`src/rtl/riscuva_irq_ctrl.sv`:
```
// riscuva_irq_ctrl: prioritised interrupt controller driving the core's intReq/intAck pair
module riscuva_irq_ctrl #(
  parameter int NSRC = 8,
  parameter logic [7:0] BASE = 8'hF0
) (
  input  logic            clk,
  input  logic            reset,
  input  logic [NSRC-1:0] irqSrc,
  input  logic [7:0]      portAddress,
  input  logic            portRead,
  input  logic            portWrite,
  input  logic [7:0]      portWData,
  output logic [7:0]      rdData,
  output logic            rdSel,
  output logic            intReq,
  input  logic            intAck
);
  typedef enum logic [1:0] {IDLE = 2'b00, REQ = 2'b01, ACT = 2'b10, DONE = 2'b11} state_t;
  localparam logic [7:0] VALID = 8'((9'd1 << NSRC) - 9'd1);
  state_t     state;
  logic [7:0] pend, mask, vector, src, src_prev, rise, active, win, w1c, ack_clr;
  logic       gie, ack_prev, ack_rise, sel, wr;
  logic [1:0] off;
  always_comb begin
    src = '0;
    src[NSRC-1:0] = irqSrc;
  end
  // 9-bit compare so a BASE near 8'hFF never wraps around to low addresses
  assign sel      = {1'b0, portAddress} >= {1'b0, BASE} && {1'b0, portAddress} <= {1'b0, BASE} + 9'd3;
  assign off      = 2'(portAddress - BASE);
  assign wr       = portWrite && sel;
  assign rdSel    = portRead && sel;
  assign rdData   = !rdSel ? 8'h00 : off == 2'd0 ? pend : off == 2'd1 ? mask :
                    off == 2'd2 ? vector : {state, 5'b0, gie};
  assign rise     = src & ~src_prev & VALID;
  assign active   = pend & mask;
  assign ack_rise = intAck && !ack_prev;
  assign w1c      = wr && off == 2'd0 ? portWData : 8'h00;
  always_comb begin
    win = 8'hFF;
    for (int i = 7; i >= 0; i--)
      if (active[i]) win = 8'(i);
  end
  assign ack_clr = state == REQ && ack_rise && win != 8'hFF ? 8'h01 << win[2:0] : 8'h00;
  always_ff @(posedge clk or posedge reset)
    if (reset) begin
      state    <= IDLE;
      intReq   <= 1'b0;
      pend     <= '0;
      mask     <= '0;
      gie      <= 1'b0;
      vector   <= 8'hFF;
      src_prev <= '0;
      ack_prev <= 1'b0;
    end else begin
      src_prev <= src;
      ack_prev <= intAck;
      pend     <= (pend & ~w1c & ~ack_clr) | rise;
      if (wr && off == 2'd1) mask <= portWData & VALID;
      if (wr && off == 2'd3) gie <= portWData[0];
      case (state)
        IDLE, DONE:
          if (ack_rise) begin
            state  <= ACT;
            vector <= 8'hFF;
            intReq <= 1'b0;
          end else if (state == IDLE && gie && |active) begin
            state  <= REQ;
            intReq <= 1'b1;
          end else state <= IDLE;
        REQ:
          if (ack_rise) begin
            state  <= ACT;
            vector <= win;
            intReq <= 1'b0;
          end else if (!(gie && |active)) begin
            state  <= IDLE;
            intReq <= 1'b0;
          end
        default: begin
          intReq <= 1'b0;
          if (!intAck) state <= DONE;
        end
      endcase
    end
endmodule

```
`config.mk`:
```
export PLATFORM = sky130hd
export DESIGN_NAME = riscuva_irq_ctrl
export DESIGN_NICKNAME = d
export VERILOG_FILES = /design/src/rtl/riscuva_irq_ctrl.sv
export SDC_FILE = /design/constraint.sdc
export NUM_CORES = 1
export LEC_CHECK = 0
export CAP_MARGIN = 20
export CORE_UTILIZATION = 45
export DETAILED_ROUTE_END_ITERATION = 12
export HOLD_SLACK_MARGIN = 0.15
export PLACE_DENSITY = 0.75
export SLEW_MARGIN = 20
export SYNTH_ARGS = -nofsm -noshare
export SYNTH_HDL_FRONTEND = slang
export SYNTH_SLANG_ARGS = --single-unit
export TNS_END_PERCENT = 50
```
`constraint.sdc`:
```
create_clock -name clk -period 1.9 [get_ports clk]
set_input_delay 0.57 -clock clk [delete_from_list [all_inputs] [get_ports clk]]
set_output_delay 0.57 -clock clk [all_outputs]
set_load 0.1 [all_outputs]
```
### Yosys cells after proc, flatten, opt, wreduce, memory -nomap -nowiden

Index checks and enable logic that the tools add are counted.

* add/subtract/negate cells: 1
* magnitude comparators: 2
* eq/ne operators: 11
* shift-type cells: 1
* muxes and demuxes: 28
* bitwise logic cells: 8
* reductions and logical operators: 21

Operators with widths (count)
* $mux W8: 16
* $and A8 B8 Y8: 4
* $not A8 Y8: 3
* $pmux W8 S2: 1
* $logic_and A1 B1 Y1: 12
* $ge A8 B8 Y1 const B: 1
* $le A8 B8 Y1 const B: 1
* $mux W2: 4
* $ne A8 B8 Y1 const B: 1
* $or A8 B8 Y8: 1
* $reduce_or A8 Y1: 1
* $shl A1 B3 Y8 const A: 1
* $eq A2 B2 Y1 const B: 3
* $ne A3 B3 Y1 const B: 2
* $mux W1: 5
* $eq A2 B1 Y1 const B: 2
* $logic_not A2 Y1: 2
* $ne A2 B2 Y1 const B: 2
* $pmux W2 S2: 1
* $reduce_and A2 Y1: 2
* $ne A3 B1 Y1 const B: 1
* $reduce_and A3 Y1: 1
* $pmux W1 S2: 1
* $reduce_bool A2 Y1: 1
* other kinds (3): 3

* register bits after elaboration: 37
* bits of input ports: 29
* output and inout bits: 10
* word-level logic and storage cells: 80

### Depth between registers and ports, before layout

Gate-level depths: netlist of run 1.

* depth in word-level cells: 15
* gate-level depth with buffers: 7

### Worst setup path after synthesis of run 1

No wires, ideal clock.

* path type: input to output
* from: input portAddress[1]
* to: output rdData[6]
* data arrival time: 2.410 ns
* slack: -1.080 ns
* stages: 3
* path buffers: 1
* cell sequence: buf_2 > mux4_2 > nor2b_1

* cells in the longest elaborated chain, start to end: 6
* elaborated cells on any way between the ends: 12

RTL lines
* from (decl): RTL line 9 `input logic [7:0] portAddress,`
* $sub A2 B1 Y2: RTL line 30 `assign off = 2'(portAddress - BASE);`
* $eq A2 B2 Y1: RTL line 34 `off == 2'd2 ? vector : {state, 5'b0, gie};`
* $mux W8: RTL line 34
* $mux W8 (2 in a row): RTL line 33 `assign rdData = !rdSel ? 8'h00 : off == 2'd0 ? pend : off == 2'd1 ? mask :`
* $mux W8 (*): RTL line 33
* to (decl): RTL line 13 `output logic [7:0] rdData,`

Mark *: on every way between the ends. The rest lies on a longest branch, timed or not.

==> tab_implementation.tex, run 1 <==
\begin{tabular}{lr}
\hline
Metric & Value \\
\hline
\multicolumn{2}{l}{\textbf{STA}} \\
\quad Transition time of the tightest slew-check pin & 0.4053 ns \\
\quad Setup repair after global routing missed its margin & true \\
\quad Final setup margin & -0.1598 ns \\
\quad Fin Setup TNS & -1.190 ns \\
\quad Number of hold violations in the final report & 0 \\
\quad Highest clock frequency the design can meet & 485.5 MHz \\
\quad Final Cycle Share & 1.084 \\
\quad Worst setup skew after layout & 0.005578 ns \\
\quad Final setup violating endpoints & 9 \\
\quad Number of max-slew violations in the final report & 0 \\
\quad Hold Worst Slack & 0.5135 ns \\
\quad Normalized max-slew margin & 0.7298 \\
\quad Final min period & 2.060 ns \\
\multicolumn{2}{l}{\textbf{Critical path}} \\
\quad R2r startpoint & state[1] \\
\quad Slowest-stage cell, CP & dfstp\_2 \\
\quad Crit path launch type & register \\
\quad Required time of the worst setup path & 1.33 ns \\
\quad Worst path bufs/invs & 1 \\
\quad Maximum fanout along the worst path & 4 \\
\quad Most Frequent Cell on Critical Path & a21oi\_2 \\
\quad Crit path from & vector[6] \\
\quad Category of the worst setup path capture point & output port \\
\quad Cell family with the largest share of critical-path delay & flip-flops \\
\quad Cells along the critical path & nand2\_4 -> a21oi\_2 -> a21oi\_2 -> nor2\_4 -> buf\_12 \\
\quad Critical path's largest stage delay & 0.58 ns \\
\quad Critical path class & register to output port \\
\quad Crit path arrival time & 1.49 ns \\
\multicolumn{2}{l}{\textbf{Worst hold path}} \\
\quad Worst min path class & register to register \\
\quad Worst hold start & vector[0] \\
\multicolumn{2}{l}{\textbf{Global routing}} \\
\quad Number of antenna violations at the first check in global routing & 0 \\
\quad Largest net degree at the start of global routing & 34 \\
\quad Via count of the first global-routing pass & 1722 \\
\quad Leftover overflow at the end of global routing & 0 \\
\quad Overall fraction of global-route tracks in use & 0.2659 \\
\quad First-pass GRT wire length & 8.190 mm \\
\multicolumn{2}{l}{\textbf{CTS}} \\
\quad Buffers from clock root to sink, at most & 2 \\
\quad Clock root buffer & clkbuf\_8 \\
\quad Clk sink count & 33 \\
\quad Clock Latency Late Sink & 0.30 ns \\
\quad Clock transition at the register clock pins on the worst setup and hold paths after CTS & 0.07 ns \\
\quad Clock tree from TritonCTS & built \\
\quad Number of buffers created by CTS & 5 \\
\quad H-tree depth & 2 \\
\multicolumn{2}{l}{\textbf{Run}} \\
\quad Maximum Capacitance Violations & 0 \\
\multicolumn{2}{l}{\textbf{Logic synthesis}} \\
\quad Syn Area/Cell & 10.15 um2 \\
\quad Seq/Total Area, Yosys & 0.4650 \\
\quad Main flop type after synthesis & dfrtp\_1 \\
\quad EDFF count, synth & 0 \\
\quad Total standard cell area after synthesis & 1787 um2 \\
\quad Yosys warns & 0 \\
\quad Post-synthesis cell type count & 42 \\
\quad Cells after synthesis & 176 \\
\quad Syn Nets & 208 \\
\quad Yosys reg bits & 33 \\
\quad Top cells by area, synth & dfrtp\_1 (41\%), dfstp\_2 (5.9\%), mux2\_2 (5.7\%) \\
\quad Post-synthesis async set-or-reset flop share & 1.000 \\
\quad Synth top cells by count & dfrtp\_1 (29), nor2\_1 (17), a21oi\_1 (16), nand2\_1 (15), nand2b\_1 (10) \\
\quad Top cell type's share of synthesized area & 0.4062 \\
\quad Synth area leader & dfrtp\_1 \\
\quad Most frequent cell after synthesis & dfrtp\_1 \\
\multicolumn{2}{l}{\textbf{Layout}} \\
\quad Antenna cells & 0 \\
\quad Core occupancy in the finished layout & 0.7564 \\
\quad FILL cells & 241 \\
\quad Synth-to-layout area growth & 58.47\% \\
\quad Finished Layout Cells & 291 \\
\quad Final-stage net count & 274 \\
\quad Share of layout cells above drive strength 1 & 0.4074 \\
\multicolumn{2}{l}{\textbf{Route}} \\
\quad Number of design rule violations left after detail routing & 0 \\
\quad Number of design-rule violations left by the first detailed-router iteration & 98 \\
\quad Routed wirelength normalized by instance count & 17.69 um \\
\quad Detailed-route via count & 1706 \\
\quad Number of routed nets with antenna violations & 0 \\
\quad Routed WL & 5.149 mm \\
\quad DRT Pass-1 Iters & 4 \\
\quad Per-cell via count in the routed design & 5.863 \\
\multicolumn{2}{l}{\textbf{Place}} \\
\quad Cell Count Post-Placement & 276 \\
\quad Gpl congestion & 0.9220 \\
\quad Count of buffers from port buffering & 38 \\
\quad Post-DP HPWL & 3.730 mm \\
\multicolumn{2}{l}{\textbf{Floorplan}} \\
\quad Die width & 65.01 um \\
\quad IO Count & 39 \\
\quad Chip height & 65.01 um \\
\quad Die outline area & 4226 um2 \\
\quad Initial cell density of the core & 0.4773 \\
\quad Num rows & 22 \\
\quad Core Area & 3744 um2 \\
\multicolumn{2}{l}{\textbf{Run status}} \\
\quad Outcome & complete, but fails checks \\
\quad Violations in the final reports & negative setup slack \\
\multicolumn{2}{l}{\textbf{Power}} \\
\quad Pwr/cell area & 738.8 nW/um2 \\
\quad Worst IR drop on VDD & 0.5189 mV \\
\quad Lkg Pwr & 1.198 nW \\
\hline
\end{tabular}
-- cells in the final DEF, fill, tap and decap left out, types with 4 or more instances in the layout --
master and n:
a21oi_1 8, nand3_1 6, nor2b_1 5, nand2b_1 7, dfrtp_1 29, nor2_1 10, clkdlybuf4s50_1 19, dfstp_2 4
clkbuf_8 6, mux2_2 9, nor2_4 6, nand2_1 14, inv_1 8, a21oi_2 5, buf_12 11, buf_4 20
a32o_1 4, buf_6 7
-- layout make-up --
class | instances | area [um2] | share of cell area
Clock inverter | 2 | 37.54 | 0.01326
Sequential cell | 33 | 830.8 | 0.2934
Multi-Input combinational cell | 130 | 1067 | 0.3769
Clock buffer | 6 | 82.58 | 0.02916
Tap cell | 48 | 60.06 | 0.02121
Inverter | 9 | 37.54 | 0.01326
Timing Repair Buffer | 63 | 715.7 | 0.2528
-- logic make-up after synthesis --
kind of cell,count (synthesis),synth area share
AOI/OAI and AO/OA,38,0.1534
adders and majority gates,3,0.02101
buffers and inverters,13,0.03291
DFF,33,0.4650
muxes,14,0.1057
and+or+nand+nor,75,0.2220
-- where the power goes --
part	internal, W	switching [W]	leakage [nW]
clock network	0.000426	0.000278	0.0574
logic	0.000292	0.000273	0.761
registers	0.000774	0.0000476	0.379
total	0.00149	0.000599	1.20
-- flip-flops by register name, indices dropped and copies added (netlist names) --
name and cells:
gie 1, pend 8, ack_prev 1, src_prev 8
state 2, intReq 1, vector 4, mask 8
-- metrics by stage --
stage | setup slack, ns | power (W) | area (um2)
2_1_floorplan | -0.2638 | 0.001140 | 1868
3_3_place_gp | -0.7080 | 0.001285 | 2531
3_5_place_dp | -0.7466 | 0.001321 | 2531
4_1_cts | -0.1556 | 0.002080 | 2801
5_1_grt | -0.1905 | 0.002173 | 2831
6_report | -0.1598 | 0.002092 | 2831
-- path summary, 6_finish.rpt --
path,end,slack [ns],cells past startpoint
max,rdData[3],-0.16,5
min,vector[0],0.51,2
max reg2reg,pend[7],0.11,8
min reg2reg,vector[0],0.51,2
max in group asynchronous,vector[1],0.91,3
min in group asynchronous,src_prev[6],0.67,3
-- what timing repair did --
action / CTS / global route
setup endpoints to repair: 23 / 9
hold buffers: 0 / 0
cloned: 1 / 0
buffers inserted: 6 / 0
gates resized for setup: 55 / 8
pin swaps: 13 / 6
hold endpoints to repair: 0 / 0
-- worst register-to-register path, delay by kind of cell, from the launching register on --
family	cells	cell delay [ns]
adders and majority gates	1	0.24
DFF	1	0.38
buffers and inverters	3	0.37
AOI/OAI and AO/OA	1	0.12
and+or+nand+nor	3	0.54
-- routing by layer --
| metal | GRT usage | up-vias | part of all wire |
|---|---|---|---|
| li1 | - | 772 | - |
| met5 | 0 | - | 0 |
| met3 | 0.05458 | 22 | 0.057 |
| met2 | 0.4453 | 69 | 0.50 |
| met1 | 0.3189 | 843 | 0.40 |
| met4 | 0.1440 | 0 | 0.037 |
(Power assumes the default switching activity.)
==> run 2: changes to the inputs <==
Settings changed: SKIP_CTS_REPAIR_TIMING set to 1.
==> tab_implementation.tex, run 2 (synthesized netlist as in run 1, its figures left out) <==
\begin{tabular}{lr}
\hline
Metric & Value \\
\hline
\multicolumn{2}{l}{\textbf{Run status}} \\
\quad Outcome & complete, but fails checks (unchanged) \\
\quad Violations in the final reports & negative setup slack (unchanged) \\
\multicolumn{2}{l}{\textbf{CTS}} \\
\quad Buffers from clock root to sink, at most & 2 (unchanged) \\
\quad Clock tree from TritonCTS & built (unchanged) \\
\quad Clock transition at the register clock pins on the worst setup and hold paths after CTS & 0.07 ns (about the same) \\
\quad Clock root buffer & clkbuf\_8 (unchanged) \\
\quad H-tree depth & 2 (unchanged) \\
\quad Number of buffers created by CTS & 5 (unchanged) \\
\quad Clock Latency Late Sink & 0.30 ns (about the same) \\
\quad Clk sink count & 33 (unchanged) \\
\multicolumn{2}{l}{\textbf{STA}} \\
\quad Normalized max-slew margin & 0.7288 (was 0.7298) \\
\quad Setup repair after global routing missed its margin & true (unchanged) \\
\quad Fin Setup TNS & -1.131 ns (was -1.190 ns) \\
\quad Number of max-slew violations in the final report & 0 (unchanged) \\
\quad Final min period & 2.055 ns (was 2.060 ns) \\
\quad Final setup margin & -0.1551 ns (was -0.1598 ns) \\
\quad Final setup violating endpoints & 9 (unchanged) \\
\quad Worst setup skew after layout & 0.007783 ns (was 0.005578 ns) \\
\quad Highest clock frequency the design can meet & 486.6 MHz (was 485.5 MHz) \\
\quad Number of hold violations in the final report & 0 (unchanged) \\
\quad Final Cycle Share & 1.082 (was 1.084) \\
\quad Transition time of the tightest slew-check pin & 0.4068 ns (was 0.4053 ns) \\
\multicolumn{2}{l}{\textbf{Power}} \\
\quad Power share of the clock group & 0.333 (was 0.337) \\
\quad Worst IR drop on VDD & 0.5538 mV (was 0.5189 mV) \\
\quad Lkg Pwr & 1.217 nW (was 1.198 nW) \\
\quad Comb power frac & 0.276 (was 0.270) \\
\quad Total internal power & 0.001500 W (was 0.001493 W) \\
\quad Pwr/cell area & 743.6 nW/um2 (was 738.8 nW/um2) \\
\quad Share of total power consumed by net switching & 0.2852 (was 0.2864) \\
\quad Sequential fraction of design power & 0.392 (was 0.393) \\
\quad Psw & 0.0005986 W (was 0.0005990 W) \\
\multicolumn{2}{l}{\textbf{Layout}} \\
\quad Commonest cells after routing, fill and taps aside & dfrtp\_1 (29), buf\_4 (22), clkdlybuf4s50\_1 (19) (was dfrtp\_1 (29), buf\_4 (20), clkdlybuf4s50\_1 (19)) \\
\quad Finished Layout Cells & 293 (was 291) \\
\quad Synth-to-layout area growth & 57.98\% (was 58.47\%) \\
\quad Antenna cells & 0 (unchanged) \\
\quad Share of layout cells above drive strength 1 & 0.4000 (was 0.4074) \\
\quad Most common cell after layout, fill and taps aside & dfrtp\_1 (unchanged) \\
\quad Final-stage net count & 276 (was 274) \\
\quad FILL cells & 247 (was 241) \\
\quad Largest registers & mask x8, pend x8, src\_prev x8 (unchanged) \\
\multicolumn{2}{l}{\textbf{Critical path}} \\
\quad Crit path launch type & register (unchanged) \\
\quad Maximum fanout along the worst path & 4 (unchanged) \\
\quad Crit path arrival time & 1.49 ns (about the same) \\
\quad Crit path from & vector[6] (unchanged) \\
\quad Critical path class & register to output port (unchanged) \\
\quad R2r startpoint & state[1] (unchanged) \\
\quad Category of the worst setup path capture point & output port (unchanged) \\
\quad Required time of the worst setup path & 1.33 ns (about the same) \\
\multicolumn{2}{l}{\textbf{Floorplan}} \\
\quad Die width & 65.01 um (unchanged) \\
\quad Die outline area & 4226 um2 (unchanged) \\
\quad Core Area & 3744 um2 (unchanged) \\
\quad Initial cell density of the core & 0.4773 (unchanged) \\
\quad Chip height & 65.01 um (unchanged) \\
\quad Num rows & 22 (unchanged) \\
\quad IO Count & 39 (unchanged) \\
\multicolumn{2}{l}{\textbf{Place}} \\
\quad Cell Count Post-Placement & 276 (unchanged) \\
\quad Count of buffers from port buffering & 38 (unchanged) \\
\quad Post-DP HPWL & 3.730 mm (unchanged) \\
\quad Worst slack at placement & -0.7466 ns (unchanged) \\
\quad Gpl congestion & 0.9220 (unchanged) \\
\multicolumn{2}{l}{\textbf{Route}} \\
\quad Number of design rule violations left after detail routing & 0 (unchanged) \\
\quad Detailed-route via count & 1667 (was 1706) \\
\quad Number of design-rule violations left by the first detailed-router iteration & 87 (was 98) \\
\quad Per-cell via count in the routed design & 5.689 (was 5.863) \\
\quad Routed WL & 5.146 mm (was 5.149 mm) \\
\quad DRT Pass-1 Iters & 4 (unchanged) \\
\quad Routed wirelength normalized by instance count & 17.56 um (was 17.69 um) \\
\quad Number of routed nets with antenna violations & 0 (unchanged) \\
\multicolumn{2}{l}{\textbf{Global routing}} \\
\quad Largest net degree at the start of global routing & 34 (unchanged) \\
\quad Via count of the first global-routing pass & 1653 (was 1722) \\
\quad Number of antenna violations at the first check in global routing & 0 (unchanged) \\
\quad Overall fraction of global-route tracks in use & 0.2546 (was 0.2659) \\
\quad Leftover overflow at the end of global routing & 0 (unchanged) \\
\quad First-pass GRT wire length & 7.824 mm (was 8.190 mm) \\
\multicolumn{2}{l}{\textbf{Worst hold path}} \\
\quad Worst hold start & vector[0] (unchanged) \\
\quad Worst min path class & register to register (unchanged) \\
\multicolumn{2}{l}{\textbf{Run}} \\
\quad Maximum Capacitance Violations & 0 (unchanged) \\
\hline
\end{tabular}
[run 2: cell types whose count changed in the layout (fill, tap and decap cells not counted), sizes merged]
cell,change
dlygate4sd2,-1
dlymetal6s2s,+2
buf,-1
clkbuf,+2
[run 2: routing by layer]
metal	routed length, um	track usage
met4	136	0.1223
met3	328	0.08099
met5	0	0
met1	2029	0.3006
met2	2652	0.4180
[run 2: worst paths after layout]
| path | to | slack [ns] | depth (start not counted) |
|---|---|---|---|
| worst max-delay path | rdData[4] | -0.16 | 5 |
| worst min-delay path | vector[0] | 0.51 | 2 |
| worst max register to register | pend[7] | 0.04 | 8 |
| worst min register to register | vector[0] | 0.51 | 2 |
| max in group asynchronous | vector[1] | 0.90 | 3 |
| min in group asynchronous | src_prev[6] | 0.67 | 3 |
[run 2: area by class of cell]
class	count	area (um2)	area share
multi-input cells	130	1035	0.3666
flip-flops and latches	33	830.8	0.2943
repair buffers	65	739.5	0.2620
clock buffers	6	82.58	0.02926
well taps	48	60.06	0.02128
clock inverters	2	37.54	0.01330
inverters	9	37.54	0.01330
[run 2: through the flow]
stage / total power [W] / cell area [um2] / hold WS [ns] / utilization
after floorplan: 0.001140 / 1868 / 0.4792 / -
after global placement: 0.001285 / 2531 / 0.4922 / 0.6761
after detailed placement: 0.001321 / 2531 / 0.5035 / 0.6761
after CTS: 0.002020 / 2651 / 0.5138 / 0.7082
after global routing: 0.002190 / 2823 / 0.5499 / 0.7540
final: 0.002099 / 2823 / 0.5146 / 0.7540
[run 2: power groups by stage]
stage / Clock (W) / Combinational, W / Sequential (W)
2_1_floorplan: 0 / 0.000316 / 0.000824
3_3_place_gp: 0 / 0.000450 / 0.000835
3_5_place_dp: 0 / 0.000481 / 0.000840
4_1_cts: 0.000707 / 0.000486 / 0.000827
5_1_grt: 0.000739 / 0.000624 / 0.000827
6_report: 0.000698 / 0.000579 / 0.000822
[run 2: worst max-delay path: stages, from the launching register on]
cell     delay (ns)
dfstp_2        0.58
nand2_4        0.08
a21oi_2        0.16
a21oi_2        0.06
nor2_4         0.13
buf_12         0.18
